<file path="src/rtl/my_or.sv">
// my_or: bitwise OR of two operand buses with registered companions.
// The combinational output 'op' has no clock or reset dependency, so the
// block also works in purely combinational benches. The registered
// outputs are a one-cycle pipelined copy of 'op', a per-bit sticky
// accumulator and a saturating count of cycles in which any bit of 'op'
// was high. 'clear' restarts the accumulator and the counter. The
// current cycle's 'op' is still folded in, so a clear never drops an event.
module my_or #(
    parameter int WIDTH = 1,
    parameter int CNT_W = 8
) (
    input  logic             clk,
    input  logic             rst_n,
    input  logic [WIDTH-1:0] input1,
    input  logic [WIDTH-1:0] input2,
    input  logic             clear,
    output logic [WIDTH-1:0] op,
    output logic [WIDTH-1:0] op_q,
    output logic [WIDTH-1:0] op_sticky,
    output logic [CNT_W-1:0] hi_count
);

    logic any_hi;
    logic cnt_full;

    // Pure combinational OR; X/Z follow normal OR semantics.
    assign op       = input1 | input2;
    assign any_hi   = |op;
    assign cnt_full = (hi_count == {CNT_W{1'b1}});

    // One-cycle registered copy of op.
    always_ff @(posedge clk or negedge rst_n) begin
        if (!rst_n) begin
            op_q <= '0;
        end else begin
            op_q <= op;
        end
    end

    // Sticky accumulator; a clear reloads with the current op instead of zero.
    always_ff @(posedge clk or negedge rst_n) begin
        if (!rst_n) begin
            op_sticky <= '0;
        end else if (clear) begin
            op_sticky <= op;
        end else begin
            op_sticky <= op_sticky | op;
        end
    end

    // Count of cycles with any op bit high; reloads on clear, holds once saturated.
    always_ff @(posedge clk or negedge rst_n) begin
        if (!rst_n) begin
            hi_count <= '0;
        end else if (clear) begin
            hi_count <= CNT_W'(any_hi);
        end else if (any_hi && !cnt_full) begin
            hi_count <= hi_count + CNT_W'(1);
        end
    end

endmodule

</file>
<file path="config.mk">
export PLATFORM = sky130hd
export DESIGN_NAME = my_or
export DESIGN_NICKNAME = d
export VERILOG_FILES = /design/src/rtl/my_or.sv
export SDC_FILE = /design/constraint.sdc
export NUM_CORES = 1
export LEC_CHECK = 0
export ABC_AREA = 1
export BUFFER_PORTS_ARGS = -buffer_cell sky130_fd_sc_hd__buf_4
export CAP_MARGIN = 10
export CORE_AREA = 4 4 41 43
export CTS_CLUSTER_DIAMETER = 100
export DETAILED_ROUTE_END_ITERATION = 16
export DIE_AREA = 0 0 45 47
export PLACE_DENSITY_LB_ADDON = 0.25
export SYNTH_ARGS = -nofsm -noshare
export SYNTH_HDL_FRONTEND = slang
export SYNTH_SLANG_ARGS = --single-unit
</file>
<file path="constraint.sdc">
create_clock -name clk -period 1.71 [get_ports clk]
set_input_delay 0.0855 -clock clk [delete_from_list [all_inputs] [get_ports clk]]
set_output_delay 0.0855 -clock clk [all_outputs]
set_load 0.02 [all_outputs]
</file>
; ---- Word-level counts from Yosys, hierarchy flattened
; Index checks and enable logic that the tools add are counted.
[op_classes]
n_addsub = 1
eq_ne = 1
mux = 3
bitwise_logic = 2
n_reduce_logical = 3
[ops]
columns = cell, count
row1 = $mux W8, 2
row2 = $add A8 B1 Y8 const B, 1
row3 = $eq A8 B8 Y1 const B, 1
row4 = $or A1 B1 Y1, 2
row5 = $reduce_bool A2 Y1, 1
row6 = $logic_and A1 B1 Y1, 1
row7 = $logic_not A1 Y1, 1
row8 = $mux W1, 1
[word_totals]
reg_bits = 10
input_bits = 5

; ---- Logic depth before layout (Yosys ltp)
[logic_depth]
depth_word = 5
mapped_depth = 9
mapped_depth_nobuf = 9

; ---- Least setup slack after synthesis
; OpenSTA, ideal clock, no wires.
[synth_timing]
path_type = register to register
start = register hi_count[0]
end = register hi_count[0]
setup_time_ns = 0.121
t_arrival_ns = 1.222
path_slack_ns = 0.367
stages_incl_launch_ff = 10
path_buffers = 0
period_less_slack_ns = 1.343
path_cell_list = dfrtp_1 -> ha_1 -> nand2_2 -> nor2_4 -> nand2_2 -> nand2_2 -> nand2_4 -> clkinv_4 -> nand2_1 -> nand2_1
[synth_between]
elab_chain_len = 4
elab_cells_between_ends = 7
classes_between = add/sub (1) / eq/ne (1) / mux (2) / reduce/logical (3)
[synth_lines]
columns = item, line
row1 = start: declaration, 20  ; output logic [CNT_W-1:0] hi_count
row2 = start signal: assignment, 56  ; hi_count <= CNT_W'(any_hi);
row3 = start signal: assignment, 58  ; hi_count <= hi_count + CNT_W'(1);
row4 = "parallel branches: the longest is 4 deep, another holds $add A8 B1 Y8", n/a
; Parallel ways; which one is timed is not known. The select of a mux whose other input is x is not followed.
; A chain may end at the register's enable or synchronous reset.

; ---- Worst setup path in the final report
[layout_timing]
start = register hi_count[0]
end = register hi_count[3]
; Same word-level chain as after synthesis.

==> results.cfg <==
[pwr]
vdd_ir_drop_max_mv = 0.406
power_density_nw_per_um2 = 764
power.static_leakage_uw = 0.000390

[yosys]
synth_seq_cells = 10
syn_inst = 78
synth.largest_area_cell = dfrtp_1
netlist_area_um2 = 596
synthDominantCellAreaShare_pct = 42.0
seq_area_frac_synth_pct = 42.0
synth.avg_cell_area_um2 = 7.64
ys_warn_count = 0
synth.net_count = 84
netlist_top_cells_area = dfrtp_1, nand2_1, nand3_1
post_synth_num_cell_types = 20

[sta]
timing.final.crit_period_ps = 1370
setup_viol = 0
setup_tns_ps = 0
fin_max_slew_vios = 0
clock-skew-final_ps = 1.25
grt_setup_unrepaired = no
hold_viol = 0
min_period_over_period_pct = 79.9
timing_worst_slew_pin_value_ps = 282
timing.max_slew.rel_slack_pct = 81.1
max_freq_ghz = 0.732

[clock_tree]
cts_max_level = 1
max-clock-path-buffers = 2
cts_tree = done
clk_root_buffer_cell = clkbuf_4
cts.reportedPaths.clkPinSlew_ps = 70
cts_made_buffers = 3
clock_insertion_delay_at_the_later_pin_of_the_skew_report_ps = 270
clock_sink_count = 10

[layout]
seqCellArea_um2 = 250
post_route_cell_area_um2 = 773
antenna-diode-count = 0
nNetsFinal = 105
final.fill_count = 126
multiInputGateArea_um2 = 289
area.growth.synth_to_final_pct = 29.8
post_route_cells_drive_above_1_share_pct = 31.6

[place]
io_buffer_count = 15
finalWeightedCongestion = 0.773
place_hpwl_um = 955
dpl_cell_area_um2 = 727

[global_routing]
grt_pass1_vias = 473
gr-total-overflow = 0
grt_first_pass_wirelength_um = 2150
grt_start_max_net_pins = 11
grt.total_usage_pct = 14.3
grt_antenna_before_repair = 0

[setup_path]
r2r_slack_ps = 340
cp-end-kind = flip-flop
reg2reg_to = hi_count[3]
path_class = flip-flop to flip-flop
worst_path_max_delay_cell = dfrtp_1
path_buf_inv = 0
timing.rr.start = hi_count[0]
worstSetupStartpointType = flip-flop
cp_cell_sequence = ha_1 > nand2_2 > nor2_4 > a21oi_2 > nand3_1 > o21ai_1
worst_stage_delay_on_the_critical_path_ps = 430
worst_path_dominant_cell_family = flip-flops
worstPathMaxFanout = 6
worstRegToRegCells = 6
arrival_ps = 1570
required_time_reported_for_the_critical_path_endpoint_ps = 1920

[detailed_routing]
postRouteAntennaNets = 0
wl_per_cell_um = 11.1
via_count = 546
drcViolationCount = 0
drt-total-wl_um = 1250
drt_iter0_drcs = 14
drtPass1Iterations = 4
route.detailed.vias_per_inst = 4.83

[die]
floorplan.initialDensity_pct = 45.8
coreArea_um2 = 1300
fp.dieArea_um2 = 2120
pin_count = 16
floorplan.rows = 13
die_height_um = 47
die_width_um = 45

[worst_hold_path]
timing.hold.worst_endpoint = op_sticky
type_of_the_worst_min_delay_path = input port to flip-flop
timing.hold.worst_path_depth = 3
holdCritStartpoint = input1

[run_status]
status = finished, final reports clean

[job]
drv.max_cap_violation_count = 0
-- cell type report --
cell class | instances | area share [%]
timing repair buffer | 16 | 15.9
multi-input combinational | 58 | 37.4
inverter | 10 | 7.28
sequential | 10 | 32.4
clock buffer | 4 | 4.69
tap | 15 | 2.43
-- synthesized netlist by cell type --
cell / instances
bufinv_8: 1
inv_2: 2
nand3_1: 6
o21ai_0: 1
o21bai_1: 1
nor2_2: 1
a21oi_1: 2
nand4_1: 2
nand2_1: 26
nand2_2: 3
inv_1: 6
nor3_1: 1
nor2_1: 7
ha_1: 1
a21oi_2: 1
dfrtp_1: 10
clkinv_4: 1
nor2_4: 2
o21ai_1: 3
nand2_4: 1
-- worst max path at each step --
stage | start | to | slack (ps) | cells past startpoint
floorplan | hi_count[0] | hi_count[0] | 370 | 9
global placement | hi_count[1] | hi_count[0] | 410 | 9
detailed placement | hi_count[0] | hi_count[3] | 350 | 6
CTS | hi_count[0] | hi_count[3] | 330 | 6
global route | hi_count[0] | hi_count[3] | 210 | 6
finish | hi_count[0] | hi_count[3] | 340 | 6
-- metrics by stage --
stage	instances	utilization [%]	hold slack [ps]	power, uW	worst slack, ps
finish	113	59.4	34.5	591	343
global route	113	59.4	46.7	618	214
CTS	113	59.4	36.4	597	328
detailed placement	108	55.9	-75.3	374	352
global placement	108	55.9	-76.4	373	407
floorplan	78	-	-210	328	367
-- placed cells by master, fill, tap and decap left out --
| cell | instances |
|---|---|
| dfrtp_1 | 10 |
| nor2_4 | 2 |
| buf_4 | 15 |
| clkbuf_4 | 3 |
| inv_1 | 6 |
| o21ai_1 | 3 |
| clkbuf_8 | 1 |
| bufinv_8 | 1 |
| a21oi_2 | 1 |
| nor3_1 | 1 |
| a21oi_1 | 2 |
| nor2_2 | 1 |
| o21bai_1 | 1 |
| nand2_1 | 26 |
| nand2_4 | 1 |
| nand2_2 | 3 |
| inv_2 | 2 |
| o21ai_0 | 1 |
| ha_1 | 1 |
| nor2_1 | 7 |
| nand4_1 | 2 |
| clkinv_4 | 1 |
| nand3_1 | 6 |
| dlygate4sd3_1 | 1 |
-- sequential cells by signal, indices dropped and copies added (netlist names) --
name,count
op_q,1
hi_count,8
op_sticky,1
-- cell families (layout without fill, tap and decap cells) --
| logic type | count (synthesis) | in the layout | synth area share (%) |
|---|---|---|---|
| AO/OA/AOI/OAI | 8 | 8 | 7.77 |
| adder cells (fa/ha/maj) | 1 | 1 | 2.10 |
| buffers and inverters | 10 | 30 | 9.45 |
| flip-flops | 10 | 10 | 42.0 |
| AND/OR/NAND/NOR | 49 | 49 | 38.7 |
-- power breakdown --
| group | leakage, uW | total (uW) | switching [uW] | internal (uW) |
|---|---|---|---|---|
| sequential | 0.000127 | 265 | 15.7 | 249 |
| combinational | 0.000242 | 106 | 60.1 | 45.5 |
| clock | 0.0000210 | 221 | 91.0 | 130 |
| total | 0.000390 | 591 | 167 | 424 |
-- what timing repair did --
item	4_1_cts	5_1_grt
gates resized for setup	0	0
buffers inserted	0	0
hold buffers	1	0
hold endpoints to repair	10	0
-- layer usage --
metal	share of wire, %	track usage (%)
met4	2.9	10.5
met5	0	0
met2	45	21.2
met1	47	18.8
met3	4.6	2.30
-- worst reg2reg max path: stages, from the launching register on --
cell and delay [ps]:
dfrtp_1 430, ha_1 240, nand2_2 130, nor2_4 50, a21oi_2 250, nand3_1 110, o21ai_1 90
Note: power is estimated with default switching activity, not from simulation.
